`src/rtl/mem_stage.sv`:
```
// Memory-access stage plus MEM/WB register: routes loads/stores to data memory
// or the peripheral bridge, and stalls the pipeline while a bridge access is pending.
module mem_stage #(
  parameter logic [31:0] DM_BASE        = 32'h0000_0000,
  parameter logic [31:0] DM_SIZE        = 32'h0000_3000,
  parameter int          BRIDGE_TIMEOUT = 15
) (
  input  logic        clk,
  input  logic        rst,
  input  logic        ex_valid,
  input  logic [31:0] ex_exout,
  input  logic [31:0] ex_store_data,
  input  logic [4:0]  ex_rw,
  input  logic [4:0]  ex_wb_ctrl,
  input  logic        ex_mem_read,
  input  logic        ex_mem_write,
  output logic [31:0] dm_addr,
  output logic [31:0] dm_wdata,
  output logic [3:0]  dm_be,
  output logic        dm_we,
  output logic        pr_req,
  output logic        pr_we,
  output logic [31:0] pr_addr,
  output logic [31:0] pr_wdata,
  output logic [3:0]  pr_be,
  input  logic        pr_ready,
  input  logic [31:0] pr_rdata,
  output logic        mem_stall,
  output logic        wb_valid,
  output logic [4:0]  wb_ctrl,
  output logic [31:0] wb_exout,
  output logic [4:0]  wb_rw,
  output logic        wb_addr_in_dm,
  output logic [31:0] wb_prrd,
  output logic        addr_err,
  output logic        bus_err
);

  localparam logic [7:0] TIMEOUT_C = 8'(BRIDGE_TIMEOUT);

  typedef enum logic {S_IDLE, S_WAIT} state_t;

  state_t      state_q, state_d;
  logic [7:0]  cnt_q, cnt_d;

  logic        wb_valid_q, wb_valid_d;
  logic [4:0]  wb_ctrl_q, wb_ctrl_d;
  logic [31:0] wb_exout_q, wb_exout_d;
  logic [4:0]  wb_rw_q, wb_rw_d;
  logic        wb_addr_in_dm_q, wb_addr_in_dm_d;
  logic [31:0] wb_prrd_q, wb_prrd_d;
  logic        addr_err_q, addr_err_d;
  logic        bus_err_q, bus_err_d;

  logic [31:0] dm_off;
  logic        in_dm, is_byte, is_half, aligned;
  logic        mem_op, addr_fault, bridge_go;
  logic        complete, timeout;
  logic [3:0]  be;
  logic [31:0] wdata;

  // Offset compare keeps the window check free of a constant lower bound.
  assign dm_off     = ex_exout - DM_BASE;
  assign in_dm      = dm_off < DM_SIZE;
  assign is_byte    = ex_wb_ctrl[2];
  assign is_half    = ex_wb_ctrl[1] & ~ex_wb_ctrl[2];
  assign aligned    = is_byte | (is_half ? ~ex_exout[0] : (ex_exout[1:0] == 2'b00));
  assign mem_op     = ex_valid & (ex_mem_read | ex_mem_write);
  assign addr_fault = mem_op & ~aligned;
  assign bridge_go  = mem_op & ~in_dm & aligned;

  always_comb begin
    be    = 4'b1111;
    wdata = ex_store_data;
    if (is_byte) begin
      be    = 4'b0001 << ex_exout[1:0];
      wdata = {4{ex_store_data[7:0]}};
    end else if (is_half) begin
      be    = ex_exout[1] ? 4'b1100 : 4'b0011;
      wdata = {2{ex_store_data[15:0]}};
    end
  end

  assign dm_addr  = {ex_exout[31:2], 2'b00};
  assign dm_wdata = wdata;
  assign dm_be    = be;
  assign dm_we    = ex_valid & ex_mem_write & in_dm & aligned;

  assign pr_req   = bridge_go;
  assign pr_we    = bridge_go & ex_mem_write;
  assign pr_addr  = ex_exout;
  assign pr_wdata = wdata;
  assign pr_be    = be;

  always_comb begin
    state_d  = state_q;
    cnt_d    = cnt_q;
    complete = 1'b0;
    timeout  = 1'b0;
    case (state_q)
      S_IDLE: begin
        if (bridge_go) begin
          if (pr_ready) begin
            complete = 1'b1;
          end else begin
            state_d = S_WAIT;
            cnt_d   = 8'd1;
          end
        end
      end
      S_WAIT: begin
        if (pr_ready) begin
          complete = 1'b1;
          state_d  = S_IDLE;
          cnt_d    = 8'd0;
        end else if (cnt_q == TIMEOUT_C) begin
          complete = 1'b1;
          timeout  = 1'b1;
          state_d  = S_IDLE;
          cnt_d    = 8'd0;
        end else begin
          cnt_d = cnt_q + 8'd1;
        end
      end
      default: begin
        state_d = S_IDLE;
        cnt_d   = 8'd0;
      end
    endcase
  end

  assign mem_stall = bridge_go & ~complete;

  // Stalls and empty slots both enter MEM/WB as bubbles; payload fields hold.
  always_comb begin
    wb_valid_d      = 1'b0;
    wb_ctrl_d       = 5'd0;
    wb_exout_d      = wb_exout_q;
    wb_rw_d         = wb_rw_q;
    wb_addr_in_dm_d = wb_addr_in_dm_q;
    wb_prrd_d       = wb_prrd_q;
    addr_err_d      = 1'b0;
    bus_err_d       = 1'b0;
    if (ex_valid && !mem_stall) begin
      wb_valid_d      = 1'b1;
      wb_ctrl_d       = {ex_wb_ctrl[4] & ~addr_fault & ~timeout, ex_wb_ctrl[3:0]};
      wb_exout_d      = ex_exout;
      wb_rw_d         = ex_rw;
      wb_addr_in_dm_d = in_dm;
      if (complete) begin
        wb_prrd_d = timeout ? 32'd0 : pr_rdata;
      end
      addr_err_d      = addr_fault;
      bus_err_d       = timeout;
    end
  end

  always_ff @(posedge clk) begin
    if (rst) begin
      state_q         <= S_IDLE;
      cnt_q           <= 8'd0;
      wb_valid_q      <= 1'b0;
      wb_ctrl_q       <= 5'd0;
      wb_exout_q      <= 32'd0;
      wb_rw_q         <= 5'd0;
      wb_addr_in_dm_q <= 1'b0;
      wb_prrd_q       <= 32'd0;
      addr_err_q      <= 1'b0;
      bus_err_q       <= 1'b0;
    end else begin
      state_q         <= state_d;
      cnt_q           <= cnt_d;
      wb_valid_q      <= wb_valid_d;
      wb_ctrl_q       <= wb_ctrl_d;
      wb_exout_q      <= wb_exout_d;
      wb_rw_q         <= wb_rw_d;
      wb_addr_in_dm_q <= wb_addr_in_dm_d;
      wb_prrd_q       <= wb_prrd_d;
      addr_err_q      <= addr_err_d;
      bus_err_q       <= bus_err_d;
    end
  end

  assign wb_valid      = wb_valid_q;
  assign wb_ctrl       = wb_ctrl_q;
  assign wb_exout      = wb_exout_q;
  assign wb_rw         = wb_rw_q;
  assign wb_addr_in_dm = wb_addr_in_dm_q;
  assign wb_prrd       = wb_prrd_q;
  assign addr_err      = addr_err_q;
  assign bus_err       = bus_err_q;

endmodule

```
`config.mk`:
```
export PLATFORM = sky130hd
export DESIGN_NAME = mem_stage
export DESIGN_NICKNAME = d
export VERILOG_FILES = /design/src/rtl/mem_stage.sv
export SDC_FILE = /design/constraint.sdc
export NUM_CORES = 1
export LEC_CHECK = 0
export BUFFER_PORTS_ARGS = -buffer_cell sky130_fd_sc_hd__clkbuf_2
export CORE_AREA = 2 2 128 130
export DETAILED_ROUTE_END_ITERATION = 6
export DIE_AREA = 0 0 130 132
export MAX_ROUTING_LAYER = met4
export PLACE_DENSITY = 0.76
export SETUP_SLACK_MARGIN = 0.15
export SYNTH_ARGS = -nofsm -noshare
export SYNTH_HDL_FRONTEND = slang
export SYNTH_SLANG_ARGS = --single-unit
```
`constraint.sdc`:
```
create_clock -name clk -period 1.8 [get_ports clk]
set_input_delay 0.09 -clock clk [delete_from_list [all_inputs] [get_ports clk]]
set_output_delay 0.09 -clock clk [all_outputs]
set_load 0.01 [all_outputs]
```
==> results.yml <==
clock_tree:
  clockRootBuffer: "clkbuf_16"
  cts_buffer_depth: 2
  htree_levels: 3
  path_clk_slew_ns: 0.07
  numCtsBuffers: 9
  clk_latency_ns: 0.34
  cts_tree: "yes"
  cts_sinks: 87
pwr:
  p_leak_nw: 3.738
  vdd_drop_max_mv: 0.4352
  finalPower_w: 0.005401
  power_per_cell_area_nw_per_um2: 718.6
route:
  drtIter0Drc: 180
  vias_per_cell: 4.512
  ant_nets: 0
  vias: 5008
  remaining_drc_errors: 0
  drtPass1Iterations: 4
  wl_per_cell_um: 15.48
  finalWirelength_um: 17180
floorplan:
  io_pins: 330
  rows: 46
  start_util_pct: 32.36
  die_y_um: 132
  core_sq_um: 15710
  die_w_um: 130
  die-area_sq_um: 17160
yosys:
  async_reset_ff_share_pct: 0
  syn_area_per_cell_sq_um: 8.677
  netlist_area_sq_um: 5085
  synthTopCellsByArea: "dfxtp_1, buf_4, mux2i_1"
  ys_types: 38
  yosysTopAreaCellShare_pct: 34.25
  synth-main-ff-cell: "dfxtp_1"
  ys_ff_latch: 87
  synth-edff-count: 0
  yosysSeqAreaShare_pct: 34.25
  synth_largest_area_cell: "dfxtp_1"
  yosysWarnings: 0
  synth_cells: 586
finish:
  syn_to_final_growth_pct: 47.81
  num_antenna_cells: 0
  fillers: 1482
  final_nets: 1002
  layout-drive-gt1-share_pct: 47.99
  fin_util_pct: 47.83
worst_hold_path:
  hold_start: "ex_exout[6]"
  min_path_type: "input port to flip-flop"
  hold_depth: 3
timing:
  fin_ws_ns: -0.2547
  period_minus_slack_ns: 2.055
  drv_slew: 0
  finalClockSkew_ns: 0.007606
  finalHoldViolations: 0
  finalSetupTns_ns: -13.13
  max_clock_freq_ghz: 0.4867
  rsz0062_at_grt: "yes"
  hold_ws_ns: 0.01256
  period_share_pct: 114.2
  setup_viol: 78
setup_path:
  arrival_ns: 2.33
  critPathCaptureType: "flip-flop"
  startpoint_type: "flip-flop"
  rr_startpoint: "cnt_q[4]"
  path_class: "flip-flop to flip-flop"
  critPathLaunch: "cnt_q[4]"
  crit_fanout: 5
  required_ns: 2.07
  r2r_cells: 8
place:
  io_buffers: 327
  hpwl_um: 12720
  routabilityCongestion: 0.8642
global_route:
  antenna_found_initial: 0
  first_global_vias: 4706
  grt_pass1_wl_um: 24580
  grt_overflow: 0
  grt_use_total_pct: 19.10
  grt_max_degree: 53
status:
  violations: "negative setup slack"
  status: "finished, violations left"
run:
  max_cap_viol_count: 0
## final cells by class
| cell class | instances | area [sq um] | share of cell area, % |
|---|---|---|---|
| Multi-Input combinational cell | 356 | 2435 | 32.40 |
| Clock buffer | 11 | 242.7 | 3.230 |
| Timing Repair Buffer | 428 | 2716 | 36.14 |
| Sequential cell | 87 | 1744 | 23.21 |
| Clock inverter | 5 | 81.33 | 1.082 |
| Tap cell | 216 | 270.3 | 3.596 |
| Inverter | 7 | 26.28 | 0.3496 |
## registers in the layout, indices dropped and copies added, names as in the netlist
signal,count
wb_exout,32
wb_prrd,32
cnt_q,8
wb_ctrl,5
wb_rw,5
addr_err,1
bus_err,1
state_q,1
wb_addr_in_dm,1
wb_valid,1
## critical path: stages, from the launching register on
cell and delay (ns):
dfxtp_2 0.32, or4_4 0.55, o311a_4 0.33, buf_6 0.12
a21oi_4 0.16, buf_12 0.14, buf_6 0.09, buf_6 0.11
mux2i_1 0.17
## metal layers
layer  track usage (%)  vias to the layer above  part of all wire, %
met5                 -                        -                    0
li1                  -                     2421                    -
met2             35.22                      235                   54
met1             19.71                     2320                   38
met3             2.963                       32                  5.8
met4             8.303                        0                  2.6
## layout by cell type, fill, tap and decap left out, types with 4 or more instances in the layout
| cell type | count |
|---|---|
| buf_4 | 39 |
| mux2i_1 | 73 |
| dlygate4sd3_1 | 39 |
| clkbuf_2 | 325 |
| nand2b_1 | 91 |
| o21ai_0 | 15 |
| a21oi_1 | 7 |
| nor4_1 | 4 |
| or2b_1 | 20 |
| nand2_1 | 68 |
| inv_1 | 7 |
| buf_6 | 11 |
| nand3_1 | 4 |
| clkbuf_16 | 11 |
| dfxtp_1 | 85 |
| a311oi_1 | 4 |
| and2_1 | 4 |
| nor2_1 | 22 |
| buf_12 | 5 |
## through the flow
step	cell area [sq um]	instances	setup WS, ns
after global routing	7516	1110	-0.3420
after floorplan	5090	587	-0.09192
after global placement	6380	1036	-0.09187
final	7516	1110	-0.2547
after CTS	7320	1102	-0.3193
after detailed placement	6380	1036	-0.1352
## where the power goes
group | internal [W] | switching, W | leakage, nW
Sequential | 0.00202 | 0.0000465 | 0.712
Clock | 0.00125 | 0.000776 | 0.156
Combinational | 0.000636 | 0.000670 | 2.87
Total | 0.00391 | 0.00149 | 3.74
## cells in the mapped netlist (3+ instances only)
cell,instances
clkbuf_1,20
or2b_1,20
a311oi_1,4
buf_12,3
buf_4,111
inv_1,7
nand3_1,6
o21bai_1,3
mux2i_1,74
nand2_1,68
and2_1,6
nor3_1,4
mux2_2,3
nor2_1,25
nor4_1,5
a21oi_1,8
nand2b_1,91
a211oi_1,3
dfxtp_1,87
o21ai_0,16
## timing repair
| item | in CTS | in global routing |
|---|---|---|
| hold buffers | 39 | 0 |
| gates cloned | 4 | 3 |
| hold endpoints to repair | 39 | 0 |
| buffers inserted | 7 | 5 |
| endpoints found under the setup margin | 78 | 84 |
| pin swaps | 12 | 5 |
| resized for setup | 25 | 16 |
## cell families after synthesis
group	after synthesis	synth area share (%)
mux	77	15.23
fa+ha+maj	1	0.2460
flops	87	34.25
compound gates	43	5.610
buf+inv	144	20.10
other cells	1	0.07375
simple gates	233	24.48
## path summary, 6_finish.rpt
check | to | slack (ns)
hold / removal | wb_exout[6] | 0.01
setup / recovery | wb_exout[1] | -0.25
hold reg to reg | wb_addr_in_dm | 0.46
setup reg to reg | wb_exout[1] | -0.25
(Power assumes the default switching activity.)
